**config.mk**
```make
export PLATFORM = sky130hd
export DESIGN_NAME = id_ex_pipeline_reg_flat
export DESIGN_NICKNAME = d
export VERILOG_FILES = /design/src/rtl/id_ex_pipeline_reg_if.sv /design/src/rtl/id_ex_pipeline_reg.sv /design/src/flat_wrapper.sv
export SDC_FILE = /design/constraint.sdc
export NUM_CORES = 1
export LEC_CHECK = 0
export BUFFER_PORTS_ARGS = -buffer_cell sky130_fd_sc_hd__buf_2
export CAP_MARGIN = 20
export CORE_AREA = 2 2 127 129
export DETAILED_ROUTE_END_ITERATION = 7
export DIE_AREA = 0 0 129 131
export PLACE_DENSITY = 0.74
export SETUP_SLACK_MARGIN = 0.4
export SYNTH_ARGS = -nofsm -noshare
export SYNTH_HDL_FRONTEND = slang
export SYNTH_SLANG_ARGS = --single-unit
```
**constraint.sdc**
```tcl
create_clock -name clk -period 2.6 [get_ports clk]
set_input_delay 0.39 -clock clk [delete_from_list [all_inputs] [get_ports clk]]
set_output_delay 0.39 -clock clk [all_outputs]
set_load 0.03 [all_outputs]
```
**src/rtl/id_ex_pipeline_reg_if.sv**
```systemverilog
// ID/EX boundary bundle: decode-stage fields and pipeline controls in, EX-stage copies,
// the load-use hold request and the bubble counter out.
interface id_ex_pipeline_reg_if #(
    parameter int DATA_WIDTH     = 32,
    parameter int REG_ADDR_WIDTH = 5,
    parameter int CNT_WIDTH      = 16
);
    logic                      stall;
    logic                      flush;
    logic                      id_valid;
    logic [DATA_WIDTH-1:0]     id_pc_plus4;
    logic [DATA_WIDTH-1:0]     id_rs_data;
    logic [DATA_WIDTH-1:0]     id_rt_data;
    logic [DATA_WIDTH-1:0]     id_imm_ext;
    logic [REG_ADDR_WIDTH-1:0] id_rs;
    logic [REG_ADDR_WIDTH-1:0] id_rt;
    logic [REG_ADDR_WIDTH-1:0] id_rd;
    logic                      id_reg_dst;
    logic                      id_alu_src;
    logic [3:0]                id_alu_op;
    logic                      id_mem_read;
    logic                      id_mem_write;
    logic                      id_mem_to_reg;
    logic                      id_reg_write;

    logic                      ex_valid;
    logic [DATA_WIDTH-1:0]     ex_pc_plus4;
    logic [DATA_WIDTH-1:0]     ex_rs_data;
    logic [DATA_WIDTH-1:0]     ex_rt_data;
    logic [DATA_WIDTH-1:0]     ex_imm_ext;
    logic [REG_ADDR_WIDTH-1:0] ex_rs;
    logic [REG_ADDR_WIDTH-1:0] ex_rt;
    logic [REG_ADDR_WIDTH-1:0] ex_write_reg;
    logic                      ex_alu_src;
    logic [3:0]                ex_alu_op;
    logic                      ex_mem_read;
    logic                      ex_mem_write;
    logic                      ex_mem_to_reg;
    logic                      ex_reg_write;
    logic                      load_use_stall;
    logic [CNT_WIDTH-1:0]      bubble_count;

    modport master (
        output stall, flush, id_valid, id_pc_plus4, id_rs_data, id_rt_data, id_imm_ext,
               id_rs, id_rt, id_rd, id_reg_dst, id_alu_src, id_alu_op,
               id_mem_read, id_mem_write, id_mem_to_reg, id_reg_write,
        input  ex_valid, ex_pc_plus4, ex_rs_data, ex_rt_data, ex_imm_ext,
               ex_rs, ex_rt, ex_write_reg, ex_alu_src, ex_alu_op,
               ex_mem_read, ex_mem_write, ex_mem_to_reg, ex_reg_write,
               load_use_stall, bubble_count
    );

    modport slave (
        input  stall, flush, id_valid, id_pc_plus4, id_rs_data, id_rt_data, id_imm_ext,
               id_rs, id_rt, id_rd, id_reg_dst, id_alu_src, id_alu_op,
               id_mem_read, id_mem_write, id_mem_to_reg, id_reg_write,
        output ex_valid, ex_pc_plus4, ex_rs_data, ex_rt_data, ex_imm_ext,
               ex_rs, ex_rt, ex_write_reg, ex_alu_src, ex_alu_op,
               ex_mem_read, ex_mem_write, ex_mem_to_reg, ex_reg_write,
               load_use_stall, bubble_count
    );
endinterface

```
**src/rtl/id_ex_pipeline_reg.sv**
```systemverilog
// ID/EX pipeline register with load-use hazard detection, bubble insertion,
// external stall/flush and a saturating count of inserted bubbles.
module id_ex_pipeline_reg #(
    parameter int DATA_WIDTH     = 32,
    parameter int REG_ADDR_WIDTH = 5,
    parameter int CNT_WIDTH      = 16
) (
    input  logic                 clk,
    input  logic                 reset,
    id_ex_pipeline_reg_if.slave  bus
);
    localparam logic [CNT_WIDTH-1:0] CNT_MAX = {CNT_WIDTH{1'b1}};

    logic                      r_ex_valid;
    logic [DATA_WIDTH-1:0]     r_ex_pc_plus4;
    logic [DATA_WIDTH-1:0]     r_ex_rs_data;
    logic [DATA_WIDTH-1:0]     r_ex_rt_data;
    logic [DATA_WIDTH-1:0]     r_ex_imm_ext;
    logic [REG_ADDR_WIDTH-1:0] r_ex_rs;
    logic [REG_ADDR_WIDTH-1:0] r_ex_rt;
    logic [REG_ADDR_WIDTH-1:0] r_ex_write_reg;
    logic                      r_ex_alu_src;
    logic [3:0]                r_ex_alu_op;
    logic                      r_ex_mem_read;
    logic                      r_ex_mem_write;
    logic                      r_ex_mem_to_reg;
    logic                      r_ex_reg_write;
    logic [CNT_WIDTH-1:0]      r_bubble_count;

    logic [REG_ADDR_WIDTH-1:0] w_dest;
    logic                      w_src_match;
    logic                      w_load_use;
    logic                      w_bubble;

    function automatic logic [CNT_WIDTH-1:0] sat_inc(input logic [CNT_WIDTH-1:0] value);
        if (value == CNT_MAX) begin
            return value;
        end else begin
            return value + {{(CNT_WIDTH-1){1'b0}}, 1'b1};
        end
    endfunction

    // Hazard detection; register 0 is hard-wired so a load into it never blocks a consumer.
    always_comb begin
        w_dest      = bus.id_reg_dst ? bus.id_rd : bus.id_rt;
        w_src_match = (r_ex_write_reg == bus.id_rs) || (r_ex_write_reg == bus.id_rt);
        if (reset) begin
            w_load_use = 1'b0;
        end else begin
            w_load_use = r_ex_valid & r_ex_mem_read & (r_ex_write_reg != {REG_ADDR_WIDTH{1'b0}})
                       & bus.id_valid & w_src_match;
        end
        // Flush outranks stall; a load-use bubble only happens when the stage is free to advance.
        w_bubble = bus.flush | (~bus.stall & w_load_use);
    end

    // Pipeline fields: reset and bubble both clear everything so a bubble can never forward.
    always_ff @(posedge clk) begin
        if (reset || w_bubble) begin
            r_ex_valid      <= 1'b0;
            r_ex_pc_plus4   <= {DATA_WIDTH{1'b0}};
            r_ex_rs_data    <= {DATA_WIDTH{1'b0}};
            r_ex_rt_data    <= {DATA_WIDTH{1'b0}};
            r_ex_imm_ext    <= {DATA_WIDTH{1'b0}};
            r_ex_rs         <= {REG_ADDR_WIDTH{1'b0}};
            r_ex_rt         <= {REG_ADDR_WIDTH{1'b0}};
            r_ex_write_reg  <= {REG_ADDR_WIDTH{1'b0}};
            r_ex_alu_src    <= 1'b0;
            r_ex_alu_op     <= 4'd0;
            r_ex_mem_read   <= 1'b0;
            r_ex_mem_write  <= 1'b0;
            r_ex_mem_to_reg <= 1'b0;
            r_ex_reg_write  <= 1'b0;
        end else if (!bus.stall) begin
            r_ex_valid      <= bus.id_valid;
            r_ex_pc_plus4   <= bus.id_pc_plus4;
            r_ex_rs_data    <= bus.id_rs_data;
            r_ex_rt_data    <= bus.id_rt_data;
            r_ex_imm_ext    <= bus.id_imm_ext;
            r_ex_rs         <= bus.id_rs;
            r_ex_rt         <= bus.id_rt;
            r_ex_write_reg  <= w_dest;
            r_ex_alu_src    <= bus.id_alu_src;
            r_ex_alu_op     <= bus.id_alu_op;
            r_ex_mem_read   <= bus.id_mem_read;
            r_ex_mem_write  <= bus.id_mem_write;
            r_ex_mem_to_reg <= bus.id_mem_to_reg;
            r_ex_reg_write  <= bus.id_reg_write;
        end
    end

    // Bubble counter: one increment per bubble edge, even when flush and load-use coincide.
    always_ff @(posedge clk) begin
        if (reset) begin
            r_bubble_count <= {CNT_WIDTH{1'b0}};
        end else if (w_bubble) begin
            r_bubble_count <= sat_inc(r_bubble_count);
        end
    end

    assign bus.ex_valid       = r_ex_valid;
    assign bus.ex_pc_plus4    = r_ex_pc_plus4;
    assign bus.ex_rs_data     = r_ex_rs_data;
    assign bus.ex_rt_data     = r_ex_rt_data;
    assign bus.ex_imm_ext     = r_ex_imm_ext;
    assign bus.ex_rs          = r_ex_rs;
    assign bus.ex_rt          = r_ex_rt;
    assign bus.ex_write_reg   = r_ex_write_reg;
    assign bus.ex_alu_src     = r_ex_alu_src;
    assign bus.ex_alu_op      = r_ex_alu_op;
    assign bus.ex_mem_read    = r_ex_mem_read;
    assign bus.ex_mem_write   = r_ex_mem_write;
    assign bus.ex_mem_to_reg  = r_ex_mem_to_reg;
    assign bus.ex_reg_write   = r_ex_reg_write;
    assign bus.load_use_stall = w_load_use;
    assign bus.bubble_count   = r_bubble_count;
endmodule
```
**src/flat_wrapper.sv**
```systemverilog
// flat-port wrapper written by rule: the top's interface ports become plain ports
module id_ex_pipeline_reg_flat 
#(
    parameter int DATA_WIDTH     = 32,
    parameter int REG_ADDR_WIDTH = 5,
    parameter int CNT_WIDTH      = 16
)
  (clk, reset, bus_stall, bus_flush, bus_id_valid, bus_id_pc_plus4, bus_id_rs_data, bus_id_rt_data, bus_id_imm_ext, bus_id_rs, bus_id_rt, bus_id_rd, bus_id_reg_dst, bus_id_alu_src, bus_id_alu_op, bus_id_mem_read, bus_id_mem_write, bus_id_mem_to_reg, bus_id_reg_write, bus_ex_valid, bus_ex_pc_plus4, bus_ex_rs_data, bus_ex_rt_data, bus_ex_imm_ext, bus_ex_rs, bus_ex_rt, bus_ex_write_reg, bus_ex_alu_src, bus_ex_alu_op, bus_ex_mem_read, bus_ex_mem_write, bus_ex_mem_to_reg, bus_ex_reg_write, bus_load_use_stall, bus_bubble_count);
  id_ex_pipeline_reg_if #(.DATA_WIDTH(DATA_WIDTH), .REG_ADDR_WIDTH(REG_ADDR_WIDTH), .CNT_WIDTH(CNT_WIDTH)) bus_i ();
  input  logic clk;
  input  logic reset;
  input wire logic [$bits(bus_i.stall)-1:0] bus_stall;
  input wire logic [$bits(bus_i.flush)-1:0] bus_flush;
  input wire logic [$bits(bus_i.id_valid)-1:0] bus_id_valid;
  input wire logic [$bits(bus_i.id_pc_plus4)-1:0] bus_id_pc_plus4;
  input wire logic [$bits(bus_i.id_rs_data)-1:0] bus_id_rs_data;
  input wire logic [$bits(bus_i.id_rt_data)-1:0] bus_id_rt_data;
  input wire logic [$bits(bus_i.id_imm_ext)-1:0] bus_id_imm_ext;
  input wire logic [$bits(bus_i.id_rs)-1:0] bus_id_rs;
  input wire logic [$bits(bus_i.id_rt)-1:0] bus_id_rt;
  input wire logic [$bits(bus_i.id_rd)-1:0] bus_id_rd;
  input wire logic [$bits(bus_i.id_reg_dst)-1:0] bus_id_reg_dst;
  input wire logic [$bits(bus_i.id_alu_src)-1:0] bus_id_alu_src;
  input wire logic [$bits(bus_i.id_alu_op)-1:0] bus_id_alu_op;
  input wire logic [$bits(bus_i.id_mem_read)-1:0] bus_id_mem_read;
  input wire logic [$bits(bus_i.id_mem_write)-1:0] bus_id_mem_write;
  input wire logic [$bits(bus_i.id_mem_to_reg)-1:0] bus_id_mem_to_reg;
  input wire logic [$bits(bus_i.id_reg_write)-1:0] bus_id_reg_write;
  output wire logic [$bits(bus_i.ex_valid)-1:0] bus_ex_valid;
  output wire logic [$bits(bus_i.ex_pc_plus4)-1:0] bus_ex_pc_plus4;
  output wire logic [$bits(bus_i.ex_rs_data)-1:0] bus_ex_rs_data;
  output wire logic [$bits(bus_i.ex_rt_data)-1:0] bus_ex_rt_data;
  output wire logic [$bits(bus_i.ex_imm_ext)-1:0] bus_ex_imm_ext;
  output wire logic [$bits(bus_i.ex_rs)-1:0] bus_ex_rs;
  output wire logic [$bits(bus_i.ex_rt)-1:0] bus_ex_rt;
  output wire logic [$bits(bus_i.ex_write_reg)-1:0] bus_ex_write_reg;
  output wire logic [$bits(bus_i.ex_alu_src)-1:0] bus_ex_alu_src;
  output wire logic [$bits(bus_i.ex_alu_op)-1:0] bus_ex_alu_op;
  output wire logic [$bits(bus_i.ex_mem_read)-1:0] bus_ex_mem_read;
  output wire logic [$bits(bus_i.ex_mem_write)-1:0] bus_ex_mem_write;
  output wire logic [$bits(bus_i.ex_mem_to_reg)-1:0] bus_ex_mem_to_reg;
  output wire logic [$bits(bus_i.ex_reg_write)-1:0] bus_ex_reg_write;
  output wire logic [$bits(bus_i.load_use_stall)-1:0] bus_load_use_stall;
  output wire logic [$bits(bus_i.bubble_count)-1:0] bus_bubble_count;
  assign bus_i.stall = bus_stall;
  assign bus_i.flush = bus_flush;
  assign bus_i.id_valid = bus_id_valid;
  assign bus_i.id_pc_plus4 = bus_id_pc_plus4;
  assign bus_i.id_rs_data = bus_id_rs_data;
  assign bus_i.id_rt_data = bus_id_rt_data;
  assign bus_i.id_imm_ext = bus_id_imm_ext;
  assign bus_i.id_rs = bus_id_rs;
  assign bus_i.id_rt = bus_id_rt;
  assign bus_i.id_rd = bus_id_rd;
  assign bus_i.id_reg_dst = bus_id_reg_dst;
  assign bus_i.id_alu_src = bus_id_alu_src;
  assign bus_i.id_alu_op = bus_id_alu_op;
  assign bus_i.id_mem_read = bus_id_mem_read;
  assign bus_i.id_mem_write = bus_id_mem_write;
  assign bus_i.id_mem_to_reg = bus_id_mem_to_reg;
  assign bus_i.id_reg_write = bus_id_reg_write;
  assign bus_ex_valid = bus_i.ex_valid;
  assign bus_ex_pc_plus4 = bus_i.ex_pc_plus4;
  assign bus_ex_rs_data = bus_i.ex_rs_data;
  assign bus_ex_rt_data = bus_i.ex_rt_data;
  assign bus_ex_imm_ext = bus_i.ex_imm_ext;
  assign bus_ex_rs = bus_i.ex_rs;
  assign bus_ex_rt = bus_i.ex_rt;
  assign bus_ex_write_reg = bus_i.ex_write_reg;
  assign bus_ex_alu_src = bus_i.ex_alu_src;
  assign bus_ex_alu_op = bus_i.ex_alu_op;
  assign bus_ex_mem_read = bus_i.ex_mem_read;
  assign bus_ex_mem_write = bus_i.ex_mem_write;
  assign bus_ex_mem_to_reg = bus_i.ex_mem_to_reg;
  assign bus_ex_reg_write = bus_i.ex_reg_write;
  assign bus_load_use_stall = bus_i.load_use_stall;
  assign bus_bubble_count = bus_i.bubble_count;
  id_ex_pipeline_reg #(.DATA_WIDTH(DATA_WIDTH), .REG_ADDR_WIDTH(REG_ADDR_WIDTH), .CNT_WIDTH(CNT_WIDTH)) u_core (.clk(clk), .reset(reset), .bus(bus_i));
endmodule
```
### Yosys cells after proc, flatten, opt, wreduce, memory -nomap -nowiden

Index checks and enable logic that the tools add are counted.

* bits in latches: 0
* bits in writable memories: 0
* memories: 0
* ROM bits: 0
* output and inout bits: 170
* register bits after elaboration: 169

* magnitude comparators: 0
* div/mod/pow operators: 0
* shift-type cells: 0
* muxes and demuxes: 2
* reduce and logical (&&, ||, !) cells: 4
* bitwise gates (word level): 8
* add/subtract/negate cells: 1
* eq/ne operators: 3
* $mul: 0

Operator list (number)
* 16-bit by 1-bit adder with 16-bit output, second input constant: 1
* 16-bit == test, second input constant: 1
* 5-bit == test: 2
* 1-bit AND: 5
* 5-bit 2-to-1 mux: 1
* 5-bit nonzero test: 1
* 1-bit logical OR: 2
* 1-bit inverter: 2
* 2-bit AND reduction: 1
* 1-bit 2-to-1 mux: 1
* 1-bit OR: 1

### Longest topological paths before layout

* depth after elaboration: 8
* gate-level depth with buffers: 9
* gate-level depth less buffers: 7

### Worst setup path after synthesis

No wires, ideal clock.

* kind: reg2reg
* start point: reg u_core.r_bubble_count[0] (netlist: u_core.bus.bubble_count[0])
* end point: reg u_core.r_bubble_count[12] (netlist: u_core.bus.bubble_count[12])
* period minus slack after synthesis: 2.164 ns
* data required time: 2.479 ns
* setup slack: 0.436 ns
* cell stages (with the launch flop): 7
* data arrival time: 2.043 ns
* path through: dfxtp_1 -> ha_1 -> nand3_1 -> or2_2 -> clkbuf_2 -> nor4b_1 -> mux2_2

* word-level cells in the longest chain between the ends: 3
* elaborated cells between the ends (all ways): 4

RTL lines
* from (decl): line id_ex_pipeline_reg.sv:28 `logic [CNT_WIDTH-1:0] r_bubble_count;`
* from (signal assigned): line id_ex_pipeline_reg.sv:95 `r_bubble_count <= {CNT_WIDTH{1'b0}};`
* from (signal assigned): line id_ex_pipeline_reg.sv:97 `r_bubble_count <= sat_inc(r_bubble_count);`
* branches (longest 3 deep; another with 16-bit by 1-bit adder with 16-bit output)

Parallel ways; which one is timed is not known.
A chain may end at the register's enable or synchronous reset.

### Worst setup path in the final report

* start point: reg u_core.r_ex_write_reg[4] (netlist: u_core.bus.ex_write_reg[4])
* end point: reg u_core.r_bubble_count[9] (netlist: u_core.bus.bubble_count[9])

* word-level cells in the longest chain between the ends: 8
* elaborated cells between the ends (all ways): 11

RTL lines
* from (decl): line id_ex_pipeline_reg.sv:21 `logic [REG_ADDR_WIDTH-1:0] r_ex_write_reg;`
* from (signal assigned): line id_ex_pipeline_reg.sv:67 `r_ex_write_reg <= {REG_ADDR_WIDTH{1'b0}};`
* from (signal assigned): line id_ex_pipeline_reg.sv:82 `r_ex_write_reg <= w_dest;`
* 5-bit nonzero test: line id_ex_pipeline_reg.sv:50 `w_load_use = r_ex_valid & r_ex_mem_read & (r_ex_write_reg != {REG_ADDR_WIDTH{1'b0}})`
* 1-bit AND: line id_ex_pipeline_reg.sv:50
* 1-bit AND: line id_ex_pipeline_reg.sv:51 `& bus.id_valid & w_src_match;`
* 1-bit AND *: line id_ex_pipeline_reg.sv:51
* 1-bit 2-to-1 mux *: line id_ex_pipeline_reg.sv:47 `if (reset) begin`
* 1-bit AND *: line id_ex_pipeline_reg.sv:54 `w_bubble = bus.flush | (~bus.stall & w_load_use);`
* 1-bit OR *: line id_ex_pipeline_reg.sv:54
* 2-bit AND reduction (no line) *

Every way passes the cells marked *; elsewhere a longest branch is shown, timed or not.

==> impl_metrics.csv <==
group,metric,value,unit
route,routedWlPerCell,14.6,um
route,via_per_inst,4.70,
finish,layout_common_cells,"buf_2, nor2_1, dfxtp_1, mux2i_1, clkbuf_16",
finish,final_nets,1097,
finish,drive_above_1_share,40.5,%
setup_path,cp-endpoint,"u_core.bus.bubble_count[9]$_SDFFE_PP0P_",
sta,tightest_slew,1.29,ns
yosys,yosysSeqAreaShare,52.7,%
sta,rsz0062_at_grt,"true",
die,core-area,0.0156,mm^2
sta,min_period,2.12,ns
yosys,synth_edf_count,0,
place,dpl.hpwl,12.1,mm
die,die_h,131,um
sta,slew_headroom,14.3,%
power,internal_power,0.00468,W
setup_path,cpMaxStageDelayCell,"or4_1",
route,highest_layer,"met4",
setup_path,max_stage_delay,0.51,ns
global_routing,grt_max_degree,159,
yosys,synth_area_leaders,"dfxtp_1, mux2i_1, nor2_1, clkbuf_1, xor2_1",
setup_path,worstRegToRegCells,7,
sta,fin_setup_tns,0,ns
finish,layout_commonest_cell,"buf_2",
sta,final_hold_viol_count,0,
setup_path,r2r_start,"u_core.bus.ex_write_reg[4]$_SDFFE_PP0N_",
power,power_density,698,mW/mm^2
yosys,synth_cells,627,
global_routing,grt_use_total,19.4,%
route,drtAntennaViolNets,0,
setup_path,critPathArrivalTime,2.47,ns
setup_path,worstSetupPathType,"flop to flop",
power,ir_drop,0.000388,V
sta,setup_slack,0.482,ns
die,boundaryPins,328,
route,met3WireLength,1.33,mm
setup_path,rrSetupSlack,0.48,ns
clock_network,cts_buffers,17,
route,drt_iter0_drc,190,
die,start_util,41.2,%
clock_network,clock_sinks,169,
global_routing,grt_pass1_wl,25.8,mm
setup_path,cp-end-kind,"flop",
yosys,synthFlopType,"dfxtp_1",
clock_network,clk_pin_slew,0.07,ns
setup_path,cp-startpoint,"u_core.bus.ex_write_reg[4]$_SDFFE_PP0N_",
power,switching_power,0.00154,W
route,drt_wl_total,17.0,mm
setup_path,cp_cell_sequence,"xor2_1 > nor3_2 > a22oi_2 > o21ba_2 > buf_4 > or4_1 > a21oi_1",
route,wl_met1,7.11,mm
place,pre_cts_slack,0.244,ns
place,globalplace.congestion,0.817,
power,switching_share,24.7,%
yosys,yosysTopAreaCell,"dfxtp_1",
yosys,synth_area_per_cell,10.2,um^2
sta,finalSetupViolations,0,
place,post-place-cells,1135,
sta,final.period_utilization,81.5,%
global_routing,antenna_found_initial,1,
finish,stdcell_count,1168,
route,drc,0,
clock_network,post_cts_buffers,0,
die,rows,46,
route,first_pass_iters,4,
yosys,synth_cell_types,39,
clock_network,cts_root_buffer,"clkbuf_16",
global_routing,overflow,0,
route,met2_length,8.24,mm
sta,fin_skew,0.00945,ns
outcome,status,"completed",
route,dr_total_vias,5492,
global_routing,grt_pass1_vias,5164,
clock_network,cts_tree,"built",
setup_path,start_kind,"flop",
place,port_buffers,327,
sta,max_freq,0.472,GHz
yosys,yosysTopAreaCellShare,52.7,%
power,p_total,0.00622,W
yosys,synth-seq-cells,169,
yosys,syn-cell-area,0.00642,mm^2
worst_hold_path,min_path_type,"primary input to flop",
clock_network,clockBufferDepth,2,
worst_hold_path,holdPathStages,3,
yosys,synthArstFlopShare,0,%
setup_path,worstPathRequired,2.95,ns
finish,fin_util,57.2,%
job,maxCapViolCount,0,
setup_path,timing.rr.end,"u_core.bus.bubble_count[9]$_SDFFE_PP0P_",
die,dieArea,0.0169,mm^2
clock_network,htree_levels,4,
yosys,synth_fp_nets,786,
setup_path,critPathMaxFanout,13,
power,p_seq_share,43.6,%
sta,slew_viol_final,0,
power,p_clk_share,44.9,%
yosys,yosys_warnings,0,
power,leakage,4.61,nW
clock_network,clock_latency,0.42,ns
finish,syn2layout_area_growth,39.0,%
die,dieWidth,129,um
power,pwr-share-comb,11.5,%
[timing repair]
item,in CTS,in global routing
endpoints found under the hold margin,0,0
gates resized for setup,0,12
hold buffers,0,0
endpoints found under the setup margin,0,12
[cells in the mapped netlist, types with 2 or more instances]
master / instances
mux2_2: 4
nor3_2: 2
inv_1: 3
nor2b_1: 5
or4_1: 6
clkbuf_1: 29
dfxtp_1: 169
nand2_1: 6
nor2_1: 172
nor3_1: 2
a21oi_1: 14
o31ai_1: 7
a31o_2: 2
nor4b_1: 2
xor2_1: 10
buf_6: 2
nand3_1: 5
mux2i_1: 154
and4_1: 2
buf_2: 9
nand2b_1: 3
a211oi_1: 2
[power by group through the flow]
stage | combinational (W) | sequential, W | clock [W]
5_1_grt | 0.000775 | 0.00272 | 0.00297
3_5_place_dp | 0.000714 | 0.00277 | 0
2_1_floorplan | 0.000293 | 0.00293 | 0
6_report | 0.000715 | 0.00272 | 0.00279
4_1_cts | 0.000717 | 0.00272 | 0.00285
3_3_place_gp | 0.000706 | 0.00277 | 0
[logic make-up after synthesis]
group	after synthesis	synth area share [%]
adder cells (fa/ha/maj)	1	0.195
flip-flops	169	52.7
AO/OA/AOI/OAI	30	3.16
multiplexers	159	24.9
AND/OR/NAND/NOR	213	14.6
XOR/XNOR	11	1.50
buffers and inverters	44	3.00
[layout make-up]
class / count / area (um^2)
Clock inverter: 13 / 215
Sequential cell: 169 / 3390
Fill cell: 1408 / 6680
Timing Repair Buffer: 333 / 1730
Inverter: 3 / 11.3
Antenna cell: 1 / 2.50
Tap cell: 216 / 270
Clock buffer: 19 / 433
Multi-Input combinational cell: 414 / 2870
[critical path, delay by kind of cell, from the launching register on]
family / cells / cell delay (ns)
flip-flops: 1 / 0.35
AO/OA/AOI/OAI: 3 / 0.61
XOR/XNOR: 1 / 0.16
buffers and inverters: 1 / 0.20
AND/OR/NAND/NOR: 2 / 0.74
[per-stage QoR]
step	cell area [um^2]	hold slack (ns)
finish	8920	0.198
floorplan	6420	0.534
detailed placement	8250	0.479
CTS	8890	0.184
global placement	8250	0.469
global route	8920	0.193
[per-layer routing]
layer,track usage [%],vias to the layer above
met4,8.31,0
met1,23.4,2492
met5,0,-
met3,6.39,26
met2,31.8,220
li1,-,2754
[worst min path at each step]
stage / from / end
floorplan: bus_id_alu_op[0] / u_core.bus.ex_alu_op[0]$_SDFFE_PP0N_
global placement: u_core.bus.ex_pc_plus4[17]$_SDFFE_PP0N_ / u_core.bus.ex_pc_plus4[17]$_SDFFE_PP0N_
detailed placement: u_core.bus.ex_rs_data[10]$_SDFFE_PP0N_ / u_core.bus.ex_rs_data[10]$_SDFFE_PP0N_
CTS: bus_id_rt_data[16] / u_core.bus.ex_rt_data[16]$_SDFFE_PP0N_
global route: bus_id_imm_ext[19] / u_core.bus.ex_imm_ext[19]$_SDFFE_PP0N_
finish: bus_id_pc_plus4[21] / u_core.bus.ex_pc_plus4[21]$_SDFFE_PP0N_
Note: power is estimated with default switching activity, not from simulation.
